### config.mk
export PLATFORM = sky130hd
export DESIGN_NAME = picosoc_bus_fabric
export DESIGN_NICKNAME = d
export VERILOG_FILES = /design/src/rtl/picosoc_bus_fabric.sv
export SDC_FILE = /design/constraint.sdc
export NUM_CORES = 1
export LEC_CHECK = 0
export ABC_CLOCK_PERIOD_IN_PS = 2100
export CORE_MARGIN = 10
export CORE_UTILIZATION = 39
export CTS_CLUSTER_SIZE = 12
export DETAILED_ROUTE_END_ITERATION = 8
export PLACE_DENSITY = 0.78
export SETUP_SLACK_MARGIN = 0.4
export SLEW_MARGIN = 20
export SYNTH_ARGS = -nofsm -noshare
export SYNTH_HDL_FRONTEND = slang
export SYNTH_SLANG_ARGS = --single-unit
### constraint.sdc
create_clock -name clk -period 2.1 [get_ports clk]
set_input_delay 0.42 -clock clk [delete_from_list [all_inputs] [get_ports clk]]
set_output_delay 0.42 -clock clk [all_outputs]
set_load 0.01 [all_outputs]
### src/rtl/picosoc_bus_fabric.sv
// PicoRV32 native-bus interconnect: registered decode, latched slave request, registered response.
// Optional sticky bus-error interrupt when BUS_FABRIC_ERR_IRQ_EN is defined.
module picosoc_bus_fabric #(
    parameter int                        NUM_SLAVES     = 4,
    parameter logic [32*NUM_SLAVES-1:0]  SLAVE_BASE     = {NUM_SLAVES{32'h0}},
    parameter logic [32*NUM_SLAVES-1:0]  SLAVE_MASK     = {NUM_SLAVES{32'h0}},
    parameter int                        TIMEOUT_CYCLES = 255,
    parameter logic [31:0]               DEFAULT_RDATA  = 32'h0000_0000
) (
    input  logic                       clk,
    input  logic                       resetn,
    input  logic                       mem_valid,
    input  logic                       mem_instr,
    input  logic [31:0]                mem_addr,
    input  logic [31:0]                mem_wdata,
    input  logic [3:0]                 mem_wstrb,
    output logic                       mem_ready,
    output logic [31:0]                mem_rdata,
    output logic [NUM_SLAVES-1:0]      s_valid,
    output logic                       s_instr,
    output logic [31:0]                s_addr,
    output logic [31:0]                s_wdata,
    output logic [3:0]                 s_wstrb,
    input  logic [NUM_SLAVES-1:0]      s_ready,
    input  logic [32*NUM_SLAVES-1:0]   s_rdata,
`ifdef BUS_FABRIC_ERR_IRQ_EN
    output logic                       irq_buserr,
    input  logic                       irq_ack,
`endif
    output logic                       bus_err,
    output logic [31:0]                err_addr
);

    localparam int          IDX_W   = (NUM_SLAVES > 1) ? $clog2(NUM_SLAVES) : 1;
    localparam bit          TO_EN   = (TIMEOUT_CYCLES != 0);
    localparam logic [31:0] TO_LAST = TO_EN ? 32'(TIMEOUT_CYCLES - 1) : 32'h0;

    typedef enum logic [1:0] {IDLE, ACTIVE, ERROR, RESP} state_t;

    state_t           state, state_nxt;
    logic [IDX_W-1:0] idx, hit_idx;
    logic             any_hit;
    logic [31:0]      cnt;
    logic             sel_ready;
    logic [31:0]      sel_rdata;
    logic             timeout_hit;

    // Lowest-numbered matching window wins when windows overlap.
    always_comb begin
        any_hit = 1'b0;
        hit_idx = '0;
        for (int unsigned i = 0; i < NUM_SLAVES; i++) begin
            if (((mem_addr & SLAVE_MASK[32*i +: 32]) == SLAVE_BASE[32*i +: 32]) && !any_hit) begin
                any_hit = 1'b1;
                hit_idx = IDX_W'(i);
            end
        end
    end

    always_comb begin
        s_valid   = '0;
        sel_ready = 1'b0;
        sel_rdata = '0;
        for (int unsigned i = 0; i < NUM_SLAVES; i++) begin
            if (idx == IDX_W'(i)) begin
                s_valid[i] = (state == ACTIVE);
                sel_ready  = s_ready[i];
                sel_rdata  = s_rdata[32*i +: 32];
            end
        end
    end

    assign timeout_hit = TO_EN && (cnt == TO_LAST);

    always_comb begin
        state_nxt = state;
        case (state)
            IDLE:    if (mem_valid) state_nxt = any_hit ? ACTIVE : ERROR;
            ACTIVE: begin
                if (sel_ready)        state_nxt = RESP;
                else if (timeout_hit) state_nxt = ERROR;
            end
            ERROR:   state_nxt = RESP;
            RESP:    state_nxt = IDLE;
            default: state_nxt = IDLE;
        endcase
    end

    always_ff @(posedge clk) begin
        if (!resetn) begin
            state     <= IDLE;
            idx       <= '0;
            cnt       <= '0;
            mem_ready <= 1'b0;
            mem_rdata <= '0;
            bus_err   <= 1'b0;
            err_addr  <= '0;
            s_instr   <= 1'b0;
            s_addr    <= '0;
            s_wdata   <= '0;
            s_wstrb   <= '0;
        end else begin
            state     <= state_nxt;
            mem_ready <= (state_nxt == RESP);
            bus_err   <= (state == ERROR);
            case (state)
                IDLE: begin
                    cnt <= '0;
                    if (mem_valid) begin
                        if (any_hit) begin
                            idx     <= hit_idx;
                            s_instr <= mem_instr;
                            s_addr  <= mem_addr;
                            s_wdata <= mem_wdata;
                            s_wstrb <= mem_wstrb;
                        end else begin
                            err_addr <= mem_addr;
                        end
                    end
                end
                ACTIVE: begin
                    cnt <= cnt + 32'd1;
                    if (sel_ready)        mem_rdata <= sel_rdata;
                    else if (timeout_hit) err_addr  <= s_addr;
                end
                ERROR:   mem_rdata <= DEFAULT_RDATA;
                default: cnt <= '0;
            endcase
        end
    end

`ifdef BUS_FABRIC_ERR_IRQ_EN
    always_ff @(posedge clk) begin
        if (!resetn)      irq_buserr <= 1'b0;
        else if (bus_err) irq_buserr <= 1'b1;
        else if (irq_ack) irq_buserr <= 1'b0;
    end
`endif

endmodule

==> out/qor.yml, run 1 <==
outcome: "completed"
drc: 0
ys_seq_elements: 169
synth_cells: 765
hold_violations: 0
fin_crit_sh_pct: 86.9
grt_start_max_net_pins: 57
setup_viol: 0
fp.dieH_um: 149
antenna_found_initial: 0
dp.cells: 1192
dpl_cell_area_mm2: 0.00918
crit_fanout: 7
fin_worst_hold_slack_ns: 0.451
fmax_mhz: 548
switchingPower_mw: 2.16
tritoncts: "yes"
fin_setup_tns_ns: 0
synth_area_mm2: 0.00649
utilization_pct: 61.1
worstSetupStartpointType: "flop"
gp_congestion: 0.790
yosysTopAreaCell: "dfxtp_1"
synth_area_leaders: "dfxtp_1, nand2_1, a21oi_1"
powerDensity_mw_per_mm2: 790
power.internal_mw: 5.78
worstPathRequired_ns: 2.45
yosys_warnings: 0
via_count: 6261
hold_class: "reg -> reg"
io_buffers: 240
crit_path_end_kind: "flop"
slew_violations: 0
areaGrowthSynthToFinish_pct: 54.8
seq_area_frac_synth_pct: 52.1
stdcell_area_mm2: 0.0101
fin_crit_ns: 1.82
drt_iter0_drc: 307
grt_pass1_vias: 6188
ys_types: 42
fp.coreArea_mm2: 0.0165
n_antenna_cell: 0
drv_cap: 0
crit_arrival_ns: 2.18
ant_nets: 0
syn_area_per_cell_um2: 8.49
clock_latency_ns: 0.43
hold_buffers: 0
drt_first_pass_iters: 5
synth_edf_count: 0
via_per_inst: 5.04
cts_root_buffer: "clkbuf_16"
yosysTopAreaCellShare_pct: 52.1
final_cell_count_no_fill: 1242
synthFlopType: "dfxtp_1"
leakage_nw: 4.21
sequentialPowerShare_pct: 44.1
clock_power_share_pct: 39.6
clock_sinks: 169
async_flop_share_pct: 0
fin_skew_ns: 0.0100
p_sw_share_pct: 27.2
grt_pass1_wl_um: 33100
num_rows: 47
start_util_pct: 39.4
htree_num_levels: 4
peakVddDrop_v: 0.000529
finalNetCount: 1215
dpl.hpwl_um: 14600
clk_pin_slew_worst_paths_ns: 0.07
clk_path_buf_depth: 2
cts_made_buffers: 17
routed_wl_um: 21400
die_x_um: 149
die-area_mm2: 0.0222
drive_gt1_share_pct: 13.1
rsz0062_at_grt: "true"
routedWlPerCell_um: 17.2
comb_power_share_pct: 16.3
overflow: 0
grt_use_total_pct: 18.4
io-pin-count: 343
worstSetupPathType: "reg -> reg"
==> cells in the final DEF (no fill, tap or decap), types with 13 or more instances in the layout <==
master	instances
a21oi_1	85
a22oi_1	32
buf_4	22
clkbuf_16	17
clkdlybuf4s50_1	103
dfxtp_1	145
dfxtp_2	13
dlygate4sd2_1	135
mux2i_1	33
nand2_1	216
nor2_1	54
==> path summary, 6_finish.rpt <==
check	startpoint	to	slack [ns]	cells after the start
max	cnt[27]	err_addr[22]	0.28	6
min	s_wdata[27]	s_wdata[27]	0.45	2
max reg2reg	cnt[27]	err_addr[22]	0.28	6
min reg2reg	s_wdata[27]	s_wdata[27]	0.45	2
==> Yosys cell counts (3+ instances only) <==
cell	instances
inv_1	4
xnor2_1	8
dfxtp_1	169
buf_4	8
mux2i_1	34
or3_1	11
and4_1	5
nor4_1	9
nand2_1	218
xor2_1	4
nand4_2	4
nor2_1	55
buf_2	8
clkbuf_1	35
nand4_1	7
a21oi_1	89
nand3_1	8
or4_1	9
and2_1	3
a22oi_1	32
o31ai_1	8
o21ai_0	10
nor3_1	3
==> power groups by stage <==
stage | Combinational (mW) | Sequential, mW | Clock [mW]
after floorplan | 0.540 | 3.65 | 0
after global placement | 1.38 | 3.58 | 0
after detailed placement | 1.40 | 3.59 | 0
after CTS | 1.29 | 3.51 | 3.21
after global routing | 1.41 | 3.53 | 3.35
final | 1.29 | 3.50 | 3.15
==> state kept, by name, indices dropped and copies added (netlist names), 2 cells and up <==
signal and flops:
cnt 32, err_addr 32, mem_rdata 32, s_addr 32
s_wdata 32, s_wstrb 4, state 2
==> stage by stage <==
step	total power, mW	setup slack, ns
after floorplan	4.19	0.440
after global placement	4.96	0.264
after detailed placement	4.98	0.216
after CTS	8.00	0.245
after global routing	8.29	0.151
final	7.94	0.276
==> metal layers <==
| layer | global-route usage, % | vias to the layer above | share of wire, % |
|---|---|---|---|
| li1 | - | 3088 | - |
| met1 | 20.9 | 2957 | 40 |
| met2 | 30.6 | 197 | 50 |
| met3 | 7.65 | 19 | 8.7 |
| met4 | 6.13 | 0 | 1.5 |
| met5 | 0 | - | 0 |
==> worst max-delay path, cell delays in order, from the launching register on <==
cell,delay (ns)
dfxtp_1,0.38
nor4_2,0.35
and3_4,0.25
and4_4,0.32
buf_12,0.14
buf_16,0.13
mux2i_1,0.17
==> area by class of cell <==
type                            instances  area (um^2)
Clock inverter                         11          135
Clock buffer                           21          450
Tap cell                              220          275
Fill cell                            1450         6410
Sequential cell                       169         3440
Multi-Input combinational cell        540         3070
Inverter                                5         20.0
Timing Repair Buffer                  276         2670
==> what timing repair did <==
action / 4_1_cts / 5_1_grt
pin swaps: 9 / 14
setup buffers: 8 / 7
endpoints found under the hold margin: 0 / 0
setup endpoints to repair: 180 / 49
resized for setup: 171 / 43
cloned: 3 / 0
==> cells by family (layout without fill, tap and decap cells) <==
logic type | Yosys count | after routing | share of synthesized area [%]
muxes | 34 | 34 | 5.24
and+or+nand+nor | 349 | 349 | 24.3
AOI/OAI and AO/OA | 140 | 140 | 12.3
buffers and inverters | 58 | 313 | 3.97
DFF | 169 | 169 | 52.1
xor gates and xnor gates | 12 | 12 | 1.62
other | 1 | 3 | 0.0577
adders and majority gates | 2 | 2 | 0.385
No activity file was read; power rests on OpenSTA's default activity.
==> run 2: changes to the inputs <==
--- a/config.mk
+++ b/config.mk
@@ -6,11 +6,13 @@
 export NUM_CORES = 1
 export LEC_CHECK = 0
 export ABC_CLOCK_PERIOD_IN_PS = 2100
+export CELL_PAD_IN_SITES_DETAIL_PLACEMENT = 1
+export CELL_PAD_IN_SITES_GLOBAL_PLACEMENT = 1
 export CORE_MARGIN = 10
-export CORE_UTILIZATION = 39
+export CORE_UTILIZATION = 28
 export CTS_CLUSTER_SIZE = 12
 export DETAILED_ROUTE_END_ITERATION = 8
-export PLACE_DENSITY = 0.78
+export PLACE_DENSITY = 0.79
 export SETUP_SLACK_MARGIN = 0.4
 export SLEW_MARGIN = 20
 export SYNTH_ARGS = -nofsm -noshare
==> run 2 against run 1 <==
  * Combinational power up 5%
  * Critical endpoint is now err_addr[25]
  * Sequential share of layout area down 1.0 points
  * Largest cell class unchanged
  * Setup slack better by 0.015 ns
  * Worst hold slack worse by 0.099 ns
  * Design area up 3.4%
  * Core utilization down 15 points
  * First-iteration DRC count down 12%
==> out/qor.yml, run 2 (synthesis results as in run 1) <==
fin_skew_ns: 0.0108
worstSetupPathType: "reg -> reg"
hold_buffers: 0
setup_viol: 0
grt_start_max_net_pins: 66
die_x_um: 172
drc: 0
routedWlPerCell_um: 19.3
fin_crit_sh_pct: 86.2
clk_path_buf_depth: 2
crit_fanout: 8
hold_violations: 0
crit_arrival_ns: 2.17
stdcell_area_mm2: 0.0104
mostFrequentLayoutCells: "nand2_1, dfxtp_1, dlygate4sd2_1"
routed_wl_um: 25500
start_util_pct: 28.6
leakage_nw: 4.32
hold_path_depth: 3
fp.dieH_um: 172
via_per_inst: 4.89
worstPathRequired_ns: 2.46
rsz0062_at_grt: "true"
dpl.hpwl_um: 16800
overflow: 0
grt_pass1_vias: 6817
areaGrowthSynthToFinish_pct: 60.0
outcome: "completed"
cts_root_buffer: "clkbuf_16"
total_power_mw: 8.17
peakVddDrop_v: 0.000522
grt_use_total_pct: 16.3
grt_pass1_wl_um: 37900
antenna_found_initial: 1
drt-met1-wl_um: 9820
drv_cap: 0
ant_nets: 0
fp.coreArea_mm2: 0.0227
r2r_cells: 8
wl_met3_um: 1960
fin_crit_ns: 1.81
clock_latency_ns: 0.44
num_rows: 55
worstSetupStartpointType: "flop"
hold_class: "in -> reg"
die-area_mm2: 0.0297
gp_congestion: 0.778
nFillCells: 2640
top_layer_used: "met4"
drt_first_pass_iters: 4
crit_path_end_kind: "flop"
drive_gt1_share_pct: 16.0
io_buffers: 240
htree_num_levels: 4
drt_iter0_drc: 271
fin_setup_tns_ns: 0
finalNetCount: 1229
mostFrequentLayoutCell: "nand2_1"
clock_sinks: 169
cts_made_buffers: 17
tritoncts: "yes"
via_count: 6464
fmax_mhz: 553
dpl_cell_area_mm2: 0.00926
slew_violations: 0
powerDensity_mw_per_mm2: 786
wl_met2_um: 13100
io-pin-count: 343
clk_pin_slew_worst_paths_ns: 0.07
## run 2: cell types whose count changed in the layout (fill, tap and decap cells not counted), sizes merged
cell,change
diode,+1
inv,+3
clkbuf,-3
buf,+13
nand4,+1
## run 2: layout make-up
cell class / instances / area [um^2] / area share, %
Inverter: 5 / 20.0 / 0.193
Antenna cell: 1 / 2.50 / 0.0241
Timing Repair Buffer: 289 / 2790 / 26.9
Multi-Input combinational cell: 541 / 3160 / 30.4
Tap cell: 285 / 357 / 3.43
Clock buffer: 18 / 429 / 4.13
Sequential cell: 169 / 3450 / 33.2
Clock inverter: 14 / 183 / 1.76
## run 2: timing repair
| item | 4_1_cts | 5_1_grt |
|---|---|---|
| gates cloned | 3 | 1 |
| endpoints found under the hold margin | 0 | 0 |
| buffers inserted | 18 | 11 |
| resized for setup | 180 | 59 |
| pin swaps | 10 | 24 |
| setup endpoints to repair | 183 | 50 |
## run 2: worst paths after layout
path                       end  slack (ns)        start
setup / recovery  err_addr[25]        0.29       cnt[0]
setup reg to reg  err_addr[25]        0.29       cnt[0]
hold / removal    err_addr[24]        0.35       resetn
hold reg to reg    s_wdata[31]        0.45  s_wdata[31]
## run 2: per-stage QoR
step	setup slack [ns]	util, %	instances	hold WS [ns]
after CTS	0.264	44.3	1309	0.329
after detailed placement	0.171	40.8	1256	0.449
final	0.291	45.8	1322	0.351
after global routing	0.190	45.8	1322	0.356
after floorplan	0.440	-	767	0.444
after global placement	0.219	40.8	1256	0.441
## run 2: layer usage
layer | vias up | global-route usage [%]
met1 | 3127 | 17.4
met2 | 183 | 28.4
met4 | 0 | 6.45
met5 | - | 0
met3 | 37 | 6.36
li1 | 3117 | -
## run 2: where the power goes
group	internal, mW	leakage (nW)	switching (mW)
Sequential	3.38	1.39	0.119
Clock	1.82	0.294	1.50
Combinational	0.607	2.64	0.742
Total	5.80	4.32	2.36
## run 2: worst max-delay path, stage by stage, from the launching register on
cell and delay (ns):
dfxtp_4 0.36, inv_2 0.07, ha_4 0.13, nor4b_4 0.17, and4_1 0.24, and4_4 0.29, buf_12 0.12, buf_12 0.13
mux2i_1 0.21
